===== src/rtl/lc3b_types.sv =====
// Shared LC-3b type definitions: datapath words, register/offset fields,
// control word and the IF/ID queue entry.
package lc3b_types;

  typedef logic [15:0] lc3b_word;
  typedef logic [2:0]  lc3b_reg;
  typedef logic [10:0] lc3b_offset11;

  typedef struct packed {
    logic [3:0] opcode;
    logic [2:0] aluop;
    logic       load_regfile;
    logic       load_cc;
    logic       mem_read;
    logic       mem_write;
    logic [4:0] muxsel;
  } lc3b_control_word;

  // One decoded instruction as held between fetch and decode.
  typedef struct packed {
    lc3b_word         pc;
    lc3b_control_word ctrl_word;
    lc3b_reg          dest;
    lc3b_reg          src1;
    lc3b_reg          src2;
    lc3b_word         offset6;
    lc3b_word         offset9;
    lc3b_offset11     offset11;
    lc3b_word         imm5;
  } lc3b_ifid_entry;

endpackage


===== src/rtl/lc3b_fifo.sv =====
// Generic DEPTH-entry FIFO with occupancy count and synchronous flush.
// Flush clears pointers and count and cancels any same-cycle push or pop.
module lc3b_fifo #(
  parameter int  DEPTH = 4,
  parameter type T     = logic [15:0]
) (
  input  logic                         clk,
  input  logic                         rst_n,
  input  logic                         flush_i,
  input  logic                         push_i,
  input  logic                         pop_i,
  input  T                             data_i,
  output T                             data_o,
  output logic [$clog2(DEPTH+1)-1:0]   count_o
);

  localparam int PTR_W = $clog2(DEPTH);
  localparam int CNT_W = $clog2(DEPTH+1);
  localparam logic [CNT_W-1:0] FULL_CNT = CNT_W'(DEPTH);

  T                 mem_q [DEPTH];
  logic [PTR_W-1:0] wr_ptr_q, wr_ptr_d;
  logic [PTR_W-1:0] rd_ptr_q, rd_ptr_d;
  logic [CNT_W-1:0] count_q, count_d;
  logic             pop_ok_s;
  logic             push_ok_s;

  // A pop of an empty FIFO is ignored; a push into a full FIFO only lands
  // when a pop frees the head slot in the same cycle.
  assign pop_ok_s  = pop_i && (count_q != '0);
  assign push_ok_s = push_i && ((count_q != FULL_CNT) || pop_ok_s);

  // Next pointer and occupancy values; flush overrides push and pop.
  always_comb begin
    wr_ptr_d = wr_ptr_q;
    rd_ptr_d = rd_ptr_q;
    count_d  = count_q;
    if (flush_i) begin
      wr_ptr_d = '0;
      rd_ptr_d = '0;
      count_d  = '0;
    end else begin
      if (push_ok_s) wr_ptr_d = wr_ptr_q + PTR_W'(1);
      else           wr_ptr_d = wr_ptr_q;
      if (pop_ok_s)  rd_ptr_d = rd_ptr_q + PTR_W'(1);
      else           rd_ptr_d = rd_ptr_q;
      case ({push_ok_s, pop_ok_s})
        2'b10:   count_d = count_q + CNT_W'(1);
        2'b01:   count_d = count_q - CNT_W'(1);
        default: count_d = count_q;
      endcase
    end
  end

  // Pointer and occupancy registers.
  always_ff @(posedge clk or negedge rst_n) begin
    if (!rst_n) begin
      wr_ptr_q <= '0;
      rd_ptr_q <= '0;
      count_q  <= '0;
    end else begin
      wr_ptr_q <= wr_ptr_d;
      rd_ptr_q <= rd_ptr_d;
      count_q  <= count_d;
    end
  end

  // Entry storage; contents are only meaningful where count covers them.
  always_ff @(posedge clk) begin
    if (push_ok_s && !flush_i) mem_q[wr_ptr_q] <= data_i;
  end

  assign data_o  = mem_q[rd_ptr_q];
  assign count_o = count_q;

endmodule


===== src/rtl/ifid_queue.sv =====
// IF/ID decoupling stage: fetch FSM issuing memory requests, decode of the
// returned instruction into fields, and a FIFO presenting the oldest entry
// to the ID stage over a valid/ready handshake.
module ifid_queue
  import lc3b_types::*;
#(
  parameter int DEPTH = 4,
  parameter int CNT_W = $clog2(DEPTH+1)
) (
  input  logic             clk,
  input  logic             rst_n,
  input  logic             mem_resp,
  input  lc3b_word         instr,
  input  lc3b_word         pc_in,
  input  lc3b_control_word ctrl_word_in,
  input  lc3b_word         offset6_in,
  input  lc3b_word         offset9_in,
  input  logic             flush,
  input  logic             out_ready,
  output logic             mem_request,
  output logic             load_pc,
  output logic             out_valid,
  output lc3b_word         pc,
  output lc3b_word         offset6_out,
  output lc3b_word         offset9_out,
  output lc3b_word         imm5,
  output lc3b_reg          dest,
  output lc3b_reg          src1,
  output lc3b_reg          src2,
  output lc3b_offset11     offset11,
  output lc3b_control_word ctrl_word_out,
  output logic [CNT_W-1:0] count
);

  typedef enum logic [1:0] {
    IDLE      = 2'd0,
    WAIT_RESP = 2'd1,
    DROP      = 2'd2
  } fetch_state_e;

  localparam logic [CNT_W-1:0] FULL_CNT = CNT_W'(DEPTH);

  fetch_state_e     state_q, state_d;
  logic             load_pc_q, load_pc_d;
  logic             push_s;
  logic             pop_s;
  logic [CNT_W-1:0] count_s;
  lc3b_ifid_entry   entry_s;
  lc3b_ifid_entry   head_s;
  lc3b_ifid_entry   view_s;
  logic             opcode_unused_s;

  // The opcode bits only reach decode through the control word.
  assign opcode_unused_s = &instr[15:12];

  assign out_valid = (count_s != '0);
  assign pop_s     = out_valid && out_ready;

  // Split the returned instruction into decode fields at push time.
  always_comb begin
    entry_s           = '0;
    entry_s.pc        = pc_in;
    entry_s.ctrl_word = ctrl_word_in;
    entry_s.dest      = instr[11:9];
    entry_s.src1      = instr[8:6];
    entry_s.src2      = instr[2:0];
    entry_s.offset6   = offset6_in;
    entry_s.offset9   = offset9_in;
    entry_s.offset11  = instr[10:0];
    entry_s.imm5      = {{11{instr[4]}}, instr[4:0]};
  end

  // Fetch state register.
  always_ff @(posedge clk or negedge rst_n) begin
    if (!rst_n) state_q <= IDLE;
    else        state_q <= state_d;
  end

  // Fetch next state; a request reserves a slot, counting a same-cycle pop
  // as freeing one so a full queue resumes fetching on the popping edge.
  always_comb begin
    state_d = state_q;
    case (state_q)
      IDLE: begin
        if (!flush && ((count_s != FULL_CNT) || pop_s)) state_d = WAIT_RESP;
        else                                             state_d = IDLE;
      end
      WAIT_RESP: begin
        if (mem_resp)   state_d = IDLE;
        else if (flush) state_d = DROP;
        else            state_d = WAIT_RESP;
      end
      DROP: begin
        if (flush)         state_d = DROP;
        else if (mem_resp) state_d = IDLE;
        else               state_d = DROP;
      end
      default: state_d = IDLE;
    endcase
  end

  // Fetch outputs: request level, push of an accepted response, PC advance.
  always_comb begin
    mem_request = (state_q != IDLE);
    push_s      = (state_q == WAIT_RESP) && mem_resp && !flush;
    load_pc_d   = push_s;
  end

  // load_pc is a registered one-cycle pulse after the accepting edge.
  always_ff @(posedge clk or negedge rst_n) begin
    if (!rst_n) load_pc_q <= 1'b0;
    else        load_pc_q <= load_pc_d;
  end

  assign load_pc = load_pc_q;

  lc3b_fifo #(
    .DEPTH (DEPTH),
    .T     (lc3b_ifid_entry)
  ) u_fifo (
    .clk     (clk),
    .rst_n   (rst_n),
    .flush_i (flush),
    .push_i  (push_s),
    .pop_i   (pop_s),
    .data_i  (entry_s),
    .data_o  (head_s),
    .count_o (count_s)
  );

  // Head fields are visible only while an entry is valid, zero otherwise.
  always_comb begin
    view_s = '0;
    if (out_valid) view_s = head_s;
    else           view_s = '0;
  end

  assign pc            = view_s.pc;
  assign ctrl_word_out = view_s.ctrl_word;
  assign dest          = view_s.dest;
  assign src1          = view_s.src1;
  assign src2          = view_s.src2;
  assign offset6_out   = view_s.offset6;
  assign offset9_out   = view_s.offset9;
  assign offset11      = view_s.offset11;
  assign imm5          = view_s.imm5;
  assign count         = count_s;

endmodule

===== config.mk =====
export PLATFORM = sky130hd
export DESIGN_NAME = ifid_queue
export DESIGN_NICKNAME = d
export VERILOG_FILES = /design/src/rtl/lc3b_types.sv /design/src/rtl/lc3b_fifo.sv /design/src/rtl/ifid_queue.sv
export SDC_FILE = /design/constraint.sdc
export NUM_CORES = 1
export LEC_CHECK = 0
export ABC_AREA = 1
export CORE_MARGIN = 2
export CORE_UTILIZATION = 59
export DETAILED_ROUTE_END_ITERATION = 8
export DONT_BUFFER_PORTS = 1
export GPL_ROUTABILITY_DRIVEN = 0
export GPL_TIMING_DRIVEN = 0
export PLACE_DENSITY_LB_ADDON = 0.3
export RECOVER_POWER = 100
export SLEW_MARGIN = 20
export SYNTH_ARGS = -nofsm -noshare
export SYNTH_HDL_FRONTEND = slang
export SYNTH_SLANG_ARGS = --single-unit
export TNS_END_PERCENT = 5

===== constraint.sdc =====
create_clock -name clk -period 9.94 [get_ports clk]
set_input_delay 1.491 -clock clk [delete_from_list [all_inputs] [get_ports clk]]
set_output_delay 1.491 -clock clk [all_outputs]
set_load 0.05 [all_outputs]

==> metrics.csv, run 1 <==
stage;metric;value;unit
status;status;complete, but fails checks;
status;violations;capacitance limit, slew limit;
global_routing;grt_max_degree;25;
floorplanning;core;20960;um^2
final_layout;layout_common_cells;313 x nor2_1, 304 x edfxtp_1, 86 x o21ai_0, 79 x a21oi_1;
critical_path;worstPathArrival;4550;ps
yosys;synth_top_area_share;72.54;%
critical_path;critPathKind;reg -> out;
yosys;synth_fp_nets;1086;
job;maxCapViolations;6;
min_path;hold_start;state_q[1];
critical_path;r2r_slack;4840;ps
timing;hold_viol_final;0;
yosys;synthCells;996;
clocking;cts_root_buf;clkbuf_16;
floorplanning;initial_utilization;60.05;%
global_routing;grt-ovfl-total;0;
floorplanning;pin_count;191;
timing;setup_tns;0;ps
floorplanning;die_h;150.0;um
critical_path;crit_required;8450;ps
timing;setup_violations;0;
min_path;hold_path_depth;2;
power_and_ir_drop;ir_drop;0.0002048;V
clocking;clkLatencyLatePin;540;ps
timing;rsz0062_at_grt;no;
final_layout;layout.nets;1133;
power_and_ir_drop;p_per_area;237.5;nW/um^2
global_routing;antenna_found_initial;2;
yosys;synth.avg_cell_area;12.64;um^2
yosys;ys_ff_latch;314;
routing;wirelength;28.14;mm
routing;drc;0;
critical_path;r2r_cells;7;
placed_design;detailedPlace.worstSlack;5386;ps
clocking;clock_path_buffers;3;
final_layout;final_area;13850;um^2
routing;drtPass1Iterations;5;
timing;fmax;165.5;MHz
placed_design;dp_hpwl;17.72;mm
power_and_ir_drop;p_leak;4.703;nW
yosys;yosysWarnings;0;
routing;dr_total_vias;7710;
critical_path;worstPathMaxFanout;10;
clocking;cts.clk_slew.worst_paths;60;ps
timing;finClkSkew;11.10;ps
critical_path;cpLargestDelayFamily;buffers and inverters;
critical_path;worst-path-buf-inv;4;
yosys;synthTopCellsByArea;edfxtp_1 73%, nor2_1 9.3%, o21ai_0 3.4%, a21oi_1 3.1%, o21ai_1 2.8%;
clocking;cts_setup_buffers;0;
clocking;cts_hold_buf;0;
routing;routedWlPerCell;20.96;um
yosys;synth_area_leader_cell;edfxtp_1;
critical_path;startpoint;u_fifo.count_o[0];
final_layout;num_antenna_cells;0;
placed_design;placed_area;13300;um^2
placed_design;port_buffers;0;
final_layout;final_core_utilization;66.08;%
timing;slew_viol_final;130;
timing;fin_crit;6042;ps
global_routing;first_global_vias;7615;
critical_path;startpoint_type;register;
placed_design;post-place-cells;1285;
routing;ant_nets;0;
yosys;ys_types;29;
final_layout;multiInputGateArea;2581;um^2
clocking;numClockSinks;314;
floorplanning;fp.dieW;150.0;um
yosys;synth_area;12580;um^2
critical_path;crit_path_max_incr_delay;1040;ps
final_layout;layout_commonest_cell;nor2_1;
clocking;htree_levels;1;
global_routing;grt_pass1_wl;41.49;mm
timing;finalCritPeriodShare;60.79;%
critical_path;reg2reg_from;u_fifo.count_o[0];
min_path;hold_class;reg -> reg;
timing;worst_slew_pin_slew;1619;ps
clocking;cts_tree;yes;
critical_path;crit_chain;nor2_1 > nand2_1 > inv_1 > clkbuf_1 > clkbuf_1 > a21oi_1 > clkbuf_1;
min_path;hold_path_end;state_q[1];
final_layout;areaGrowthSynthToFinish;10.03;%
timing;fin_ws;3898;ps
routing;viasPerCell;5.745;
final_layout;final_cells;1342;
clocking;cts_made_buffers;31;
critical_path;timing.critical_path.mode_cell;clkbuf_1;
critical_path;reg2reg_to;u_fifo.mem_q[0][68];
global_routing;grt_usage;24.49;%
final_layout;fillers;1544;
timing;slew_headroom;-7.963;%
floorplanning;core.rowCount;53;
floorplanning;dieArea;22510;um^2
yosys;ys_seq_area_share;74.53;%
routing;drt-initial-drc-count;619;
clocking;post_cts_resize_count;0;
final_layout;drive_gt1_share;7.779;%
critical_path;endpoint_kind;primary output;
critical_path;crit_path_top_delay_cell;a21oi_1;
final_layout;seq_area;9379;um^2
[tightest hold or removal path, cell delays in order (launching register included)]
cell and delay, ps:
dfrtp_1 370, nand3_1 80, o31ai_1 60
[cell usage after synthesis, drive strengths merged]
cell,instances
nor2,313
edfxtp,304
o21ai,155
a21oi,79
buf,57
clkbuf,25
nand2,19
inv,16
dfrtp,10
nand3,6
ha,4
nand4,3
fa,1
o21bai,1
o31ai,1
o32ai,1
xnor2,1
[cell families after synthesis]
| group | after synthesis | share of synthesized area [%] |
|---|---|---|
| and+or+nand+nor | 341 | 10.62 |
| DFF | 314 | 74.53 |
| AOI/OAI and AO/OA | 237 | 9.525 |
| buffers and inverters | 98 | 4.703 |
| adders and majority gates | 5 | 0.5568 |
| xor gates and xnor gates | 1 | 0.06961 |
[worst max-delay path by stage]
stage / endpoint / slack [ps] / cells past startpoint
floorplan: u_fifo.mem_q[0][19] / 4320 / 5
global placement: u_fifo.mem_q[0][66] / 1820 / 5
detailed placement: offset11[2] / 5390 / 7
CTS: offset11[2] / 4820 / 7
global route: src1[0] / 3700 / 7
finish: src1[0] / 3900 / 7
[final cells by class]
class                   instances  share of cell area [%]
plain buffers                  82                   3.135
clock buffers                  39                   5.819
clock inverters                18                   1.355
inverters                      16                  0.4518
multi-input cells             584                   18.64
flip-flops and latches        314                   67.73
well taps                     275                   2.485
repair buffers                 14                  0.3795
[state kept, by name, summed over array words and instances (netlist names)]
signal,count
load_pc,1
u_fifo.count_o,3
u_fifo.rd_ptr_q,2
state_q,2
u_fifo.wr_ptr_q,2
u_fifo.mem_q,304
[stage by stage]
| stage | hold slack (ps) | power, mW |
|---|---|---|
| 4_1_cts | 544.9 | 3.333 |
| 3_3_place_gp | 526.3 | 2.192 |
| 2_1_floorplan | 500.0 | 2.085 |
| 5_1_grt | 600.3 | 3.385 |
| 3_5_place_dp | 528.9 | 2.213 |
| 6_report | 549.9 | 3.288 |
[report_power, final]
group          switching [mW]  internal (mW)
Clock                   0.466          0.674
Combinational           0.552         0.0928
Sequential             0.0168           1.49
[metal layers]
metal	up-vias	share of wire, %	GRT usage [%]
met3	46	10	8.262
met5	-	0.053	0
met2	305	50	42.01
li1	3589	-	-
met4	2	2.0	6.226
met1	3768	38	30.01
Power figures use the tool's default switching activity.
==> run 2: changes to the inputs <==
--- a/config.mk
+++ b/config.mk
@@ -7,7 +7,7 @@
 export LEC_CHECK = 0
 export ABC_AREA = 1
 export CORE_MARGIN = 2
-export CORE_UTILIZATION = 59
+export CORE_UTILIZATION = 57
 export DETAILED_ROUTE_END_ITERATION = 8
 export DONT_BUFFER_PORTS = 1
 export GPL_ROUTABILITY_DRIVEN = 0
==> constraint.sdc (replaced) <==
create_clock -name clk -period 5.4 [get_ports clk]
set_input_delay 0.81 -clock clk [delete_from_list [all_inputs] [get_ports clk]]
set_output_delay 0.81 -clock clk [all_outputs]
set_load 0.05 [all_outputs]
==> metrics.csv, run 2 (synthesis gave the netlist of run 1 again) <==
stage;metric;value;unit;change
critical_path;startpoint_type;register;;
clocking;cts_root_buf;clkbuf_16;;
critical_path;endpoint_kind;primary output;;
timing;fmax;207.7;MHz;
final_layout;layout.nets;1138;;+0.44%
timing;slew_viol_final;108;;-17%
routing;drc;0;;unchanged
status;violations;capacitance limit, slew limit;;
routing;dr_total_vias;7619;;-1.2%
critical_path;worstPathMaxFanout;10;;unchanged
power_and_ir_drop;power_frac_comb;20.5;%;+0.9 points
global_routing;antenna_found_initial;0;;-2
critical_path;worstPathArrival;4010;ps;-540 ps
critical_path;critPathKind;reg -> out;;
final_layout;layout_commonest_cell;nor2_1;;
final_layout;drive_gt1_share;10.09;%;+2.3 points
power_and_ir_drop;ir_drop;0.0003962;V;+93%
timing;fin_ws;584.9;ps;-3313 ps
power_and_ir_drop;pwr-share-seq;46.2;%;+0.5 points
power_and_ir_drop;internal-power;4.083;mW;+81%
routing;wirelength;27.65;mm;-1.7%
timing;holdWs;352.1;ps;-197.7 ps
job;maxCapViolations;5;;-1
power_and_ir_drop;p_clk_share;33.4;%;-1.3 points
routing;drtPass1Iterations;5;;unchanged
final_layout;largest_reg_flops;304;;unchanged
global_routing;grt_usage;23.05;%;-1.4 points
clocking;numClockSinks;314;;unchanged
clocking;clkLatencyLatePin;540;ps;about the same
floorplanning;fp.dieW;152.6;um;+1.7%
global_routing;grt_max_degree;24;;-4.0%
power_and_ir_drop;p_leak;4.819;nW;+2.5%
timing;slew_headroom;-30.62;%;-23 points
clocking;htree_levels;1;;unchanged
power_and_ir_drop;p_total;5.991;mW;+82%
clocking;clock_path_buffers;3;;unchanged
final_layout;largest-register;u_fifo.mem_q;;
routing;viasPerCell;5.644;;-1.8%
placed_design;detailedPlace.worstSlack;1568;ps;-3818 ps
timing;setup_violations;0;;unchanged
timing;finClkSkew;6.431;ps;-4.673 ps
final_layout;final_core_utilization;64.43;%;-1.7 points
clocking;cts_made_buffers;31;;unchanged
floorplanning;initial_utilization;57.84;%;-2.2 points
floorplanning;die_h;152.6;um;+1.7%
final_layout;final_area;14020;um^2;+1.2%
timing;rsz0062_at_grt;no;;
final_layout;num_antenna_cells;0;;unchanged
critical_path;crit_required;4590;ps;-3860 ps
final_layout;areaGrowthSynthToFinish;11.38;%;
status;status;complete, but fails checks;;
routing;ant_nets;0;;unchanged
clocking;cts.clk_slew.worst_paths;70;ps;about the same
clocking;cts_tree;yes;;
floorplanning;core;21760;um^2;+3.8%
power_and_ir_drop;switchingPower;1.909;mW;+84%
placed_design;dp_hpwl;17.57;mm;-0.85%
timing;finalCritPeriodShare;89.17;%;
placed_design;placed_area;13300;um^2;about the same
min_path;hold_class;in -> reg;;
final_layout;layout_common_cells;313 x nor2_1, 304 x edfxtp_1, 86 x o21ai_0, 79 x a21oi_1, 69 x o21ai_1;;
global_routing;grt-ovfl-total;0;;unchanged
global_routing;first_global_vias;7567;;-0.63%
global_routing;grt_pass1_wl;41.62;mm;+0.32%
power_and_ir_drop;p_per_area;427.4;nW/um^2;+80%
floorplanning;core.rowCount;54;;+1.9%
floorplanning;dieArea;23280;um^2;+3.4%
routing;routedWlPerCell;20.48;um;-2.3%
floorplanning;pin_count;191;;unchanged
power_and_ir_drop;switching_share;31.86;%;+0.38 points
placed_design;port_buffers;0;;unchanged
timing;hold_viol_final;0;;unchanged
timing;worst_slew_pin_slew;1952;ps;+332.7 ps
routing;drt-initial-drc-count;502;;-19%
timing;fin_crit;4815;ps;
clocking;post_cts_resize_count;0;;unchanged
run 2: changes by cell type in the layout (fill, tap and decap cells not counted), sizes merged:
cell	change
buf	+28
bufinv	-2
clkbuf	-26
clkinv	+1
clkinvlp	+1
dlygate4sd3	+1
run 2: worst paths after layout:
path	startpoint	cells past startpoint	end	slack, ps
min in group asynchronous	rst_n	1	u_fifo.count_o[2]	650
worst max-delay path	u_fifo.count_o[0]	6	imm5[15]	580
max in group asynchronous	rst_n	1	u_fifo.rd_ptr_q[0]	4430
worst min-delay path	offset9_in[9]	0	u_fifo.mem_q[2][36]	350
worst max register to register	u_fifo.count_o[0]	6	u_fifo.mem_q[3][60]	950
worst min register to register	state_q[1]	2	state_q[1]	600
run 2: routing by layer:
layer | vias up | part of all wire, % | routed length (um) | GRT usage, %
met1 | 3674 | 38 | 10470 | 29.20
met3 | 51 | 8.8 | 2433 | 6.399
met2 | 297 | 51 | 14030 | 39.40
li1 | 3597 | - | - | -
met5 | - | 0 | 0 | 0
met4 | 0 | 2.6 | 720 | 6.437
run 2: worst max-delay path: stages, from the launching register on:
cell and delay, ps:
dfrtp_1 740, nor2_1 140, nand2_1 490, inv_1 260, buf_4 260, a21oi_1 1000
clkbuf_1 550
run 2: power by group through the flow:
stage	Clock, mW	Combinational, mW	Sequential [mW]
2_1_floorplan	0	1.02	2.82
3_3_place_gp	0	1.21	2.83
3_5_place_dp	0	1.26	2.82
4_1_cts	2.02	1.26	2.76
5_1_grt	2.12	1.30	2.77
6_report	2.00	1.23	2.77
run 2: through the flow:
step | setup TNS [ps] | cells
final | 0 | 1350
after global routing | 0 | 1350
after detailed placement | 0 | 1292
after global placement | -606780 | 1276
after CTS | 0 | 1348
after floorplan | 0 | 996
run 2: what timing repair did:
| action | in CTS | in global routing |
|---|---|---|
| buffers inserted | 0 | 0 |
| hold buffers | 1 | 0 |
| hold endpoints to repair | 10 | 0 |
run 2: layout make-up:
class / instances / area (um^2)
Sequential cell: 314 / 9379
Fill cell: 1580 / 7739
Multi-Input combinational cell: 584 / 2589
Clock buffer: 37 / 798.3
Buffer: 82 / 510.5
Tap cell: 280 / 350.3
Timing Repair Buffer: 19 / 183.9
Clock inverter: 18 / 143.9
Inverter: 16 / 62.56
==> run 3: changes to the inputs <==
--- a/config.mk
+++ b/config.mk
@@ -13,7 +13,6 @@
 export GPL_ROUTABILITY_DRIVEN = 0
 export GPL_TIMING_DRIVEN = 0
 export PLACE_DENSITY_LB_ADDON = 0.3
-export RECOVER_POWER = 100
 export SLEW_MARGIN = 20
 export SYNTH_ARGS = -nofsm -noshare
 export SYNTH_HDL_FRONTEND = slang
==> metrics.csv, run 3 (synthesis gave the netlist of run 1 again) <==
stage;metric;value;unit;change
floorplanning;die_h;152.6;um;unchanged
critical_path;crit_chain;nor2_2 > nand2_2 > inv_2 > buf_4 > buf_2 > a21oi_1 > buf_4;;
job;maxCapViolations;0;;-5
clocking;clkLatencyLatePin;550;ps;about the same
clocking;cts.clk_slew.worst_paths;70;ps;about the same
routing;dr_total_vias;7626;;+0.092%
floorplanning;dieArea;23280;um^2;unchanged
final_layout;final_core_utilization;65.61;%;+1.2 points
clocking;clock_path_buffers;3;;unchanged
final_layout;multiInputGateArea;2674;um^2;+3.3%
placed_design;detailedPlace.worstSlack;1568;ps;unchanged
clocking;numClockSinks;314;;unchanged
clocking;cts_root_buf;clkbuf_16;;
final_layout;layout.nets;1138;;unchanged
final_layout;largest_reg_flops;304;;unchanged
timing;slew_viol_final;0;;-100%
critical_path;worstPathMaxFanout;10;;unchanged
global_routing;first_global_vias;7567;;unchanged
final_layout;num_antenna_cells;0;;unchanged
timing;hold_viol_final;0;;unchanged
power_and_ir_drop;p_clk_share;33.2;%;-0.2 points
timing;holdWs;352.3;ps;+0.1290 ps
routing;ant_nets;0;;unchanged
routing;routedWlPerCell;20.52;um;+0.16%
global_routing;antenna_found_initial;0;;unchanged
clocking;post_cts_resize_count;0;;unchanged
global_routing;grt-ovfl-total;0;;unchanged
timing;fmax;227.6;MHz;+9.6%
routing;drc;0;;unchanged
min_path;hold_class;in -> reg;;
routing;drt-initial-drc-count;525;;+4.6%
floorplanning;pin_count;191;;unchanged
final_layout;seq_area;9379;um^2;unchanged
power_and_ir_drop;p_per_area;422.5;nW/um^2;-1.2%
final_layout;areaGrowthSynthToFinish;13.42;%;
timing;finClkSkew;6.574;ps;+0.1430 ps
global_routing;grt_max_degree;24;;unchanged
power_and_ir_drop;p_leak;4.927;nW;+2.2%
status;status;finished clean;;
timing;slew_headroom;21.44;%;+52 points
final_layout;largest-register;u_fifo.mem_q;;
critical_path;crit_path_max_incr_delay;910;ps;-90 ps
critical_path;crit_path_top_delay_cell;a21oi_1;;
power_and_ir_drop;power_frac_comb;21.0;%;+0.5 points
floorplanning;fp.dieW;152.6;um;unchanged
critical_path;worstPathArrival;3580;ps;-430 ps
floorplanning;core;21760;um^2;unchanged
clocking;cts_tree;yes;;
timing;setup_violations;0;;unchanged
floorplanning;initial_utilization;57.84;%;unchanged
final_layout;layout_common_cells;307 x nor2_1, 304 x edfxtp_1, 85 x o21ai_0, 70 x o21ai_1, 70 x a21oi_1;;
critical_path;endpoint_kind;primary output;;
critical_path;timing.critical_path.mode_cell;buf_4;;
critical_path;crit_required;4590;ps;about the same
timing;worst_slew_pin_slew;1182;ps;-770.1 ps
power_and_ir_drop;switchingPower;1.926;mW;+0.89%
timing;finalCritPeriodShare;81.38;%;-7.8 points
timing;rsz0062_at_grt;no;;
power_and_ir_drop;switching_share;31.93;%;+0.077 points
final_layout;drive_gt1_share;13.36;%;+3.3 points
global_routing;grt_pass1_wl;41.62;mm;unchanged
power_and_ir_drop;pwr-share-seq;45.8;%;-0.4 points
critical_path;critPathKind;reg -> out;;
floorplanning;core.rowCount;54;;unchanged
timing;fin_ws;1005;ps;+420.5 ps
final_layout;layout_commonest_cell;nor2_1;;
routing;viasPerCell;5.649;;about the same
clocking;cts_made_buffers;31;;unchanged
routing;wirelength;27.70;mm;+0.16%
routing;drtPass1Iterations;5;;unchanged
critical_path;startpoint_type;register;;
clocking;htree_levels;1;;unchanged
power_and_ir_drop;internal-power;4.104;mW;+0.53%
global_routing;grt_usage;23.05;%;unchanged
timing;fin_crit;4395;ps;-420.5 ps
power_and_ir_drop;ir_drop;0.0003952;V;-0.25%
placed_design;dp_hpwl;17.57;mm;unchanged
placed_design;port_buffers;0;;unchanged
final_layout;fillers;1532;;-3.0%
-- run 3: power groups by stage --
stage / clock, mW / combinational (mW) / sequential, mW
finish: 2.00 / 1.26 / 2.76
floorplan: 0 / 1.02 / 2.82
CTS: 2.02 / 1.26 / 2.76
global placement: 0 / 1.21 / 2.83
detailed placement: 0 / 1.26 / 2.82
global route: 2.12 / 1.34 / 2.77
-- run 3: routing by layer --
metal / up-vias / part of all wire [%] / GRT usage, %
met4: 0 / 2.7 / 6.437
met5: - / 0 / 0
met1: 3685 / 38 / 29.20
li1: 3598 / - / -
met3: 52 / 8.7 / 6.399
met2: 291 / 50 / 39.40
-- run 3: layout make-up --
| class | instances | share of cell area (%) |
|---|---|---|
| clock buffer | 37 | 5.593 |
| buffer | 82 | 3.708 |
| timing repair buffer | 19 | 2.358 |
| sequential | 314 | 65.71 |
| inverter | 16 | 0.4383 |
| clock inverter | 18 | 1.008 |
| tap | 280 | 2.454 |
| multi-input combinational | 584 | 18.73 |
-- run 3: what timing repair did --
item | CTS | global route
hold buffers | 1 | 0
setup buffers | 0 | 0
endpoints found under the hold margin | 10 | 0
-- run 3: final timing paths --
kind	slack, ps	depth (start not counted)	startpoint	endpoint
setup / recovery	1010	7	u_fifo.count_o[0]	src1[2]
hold / removal	350	0	offset9_in[9]	u_fifo.mem_q[2][36]
setup reg to reg	2600	6	u_fifo.count_o[0]	u_fifo.mem_q[3][60]
hold reg to reg	590	2	state_q[1]	state_q[1]
max in group asynchronous	4430	1	rst_n	u_fifo.rd_ptr_q[0]
min in group asynchronous	650	1	rst_n	u_fifo.count_o[2]
-- run 3: worst max-delay path: cells and delay by family (launching register included) --
kind | cells | cell delay [ps]
buf+inv | 4 | 920
compound gates | 1 | 910
flops | 1 | 760
simple gates | 2 | 430
-- run 3: stage by stage --
step	setup TNS, ps	power, mW	cells	cell area (um^2)
finish	0	6.030	1350	14270
detailed placement	0	4.072	1292	13300
global placement	-606780	4.037	1276	12930
floorplan	0	3.838	996	12580
global route	0	6.221	1350	14270
CTS	0	6.049	1348	14250
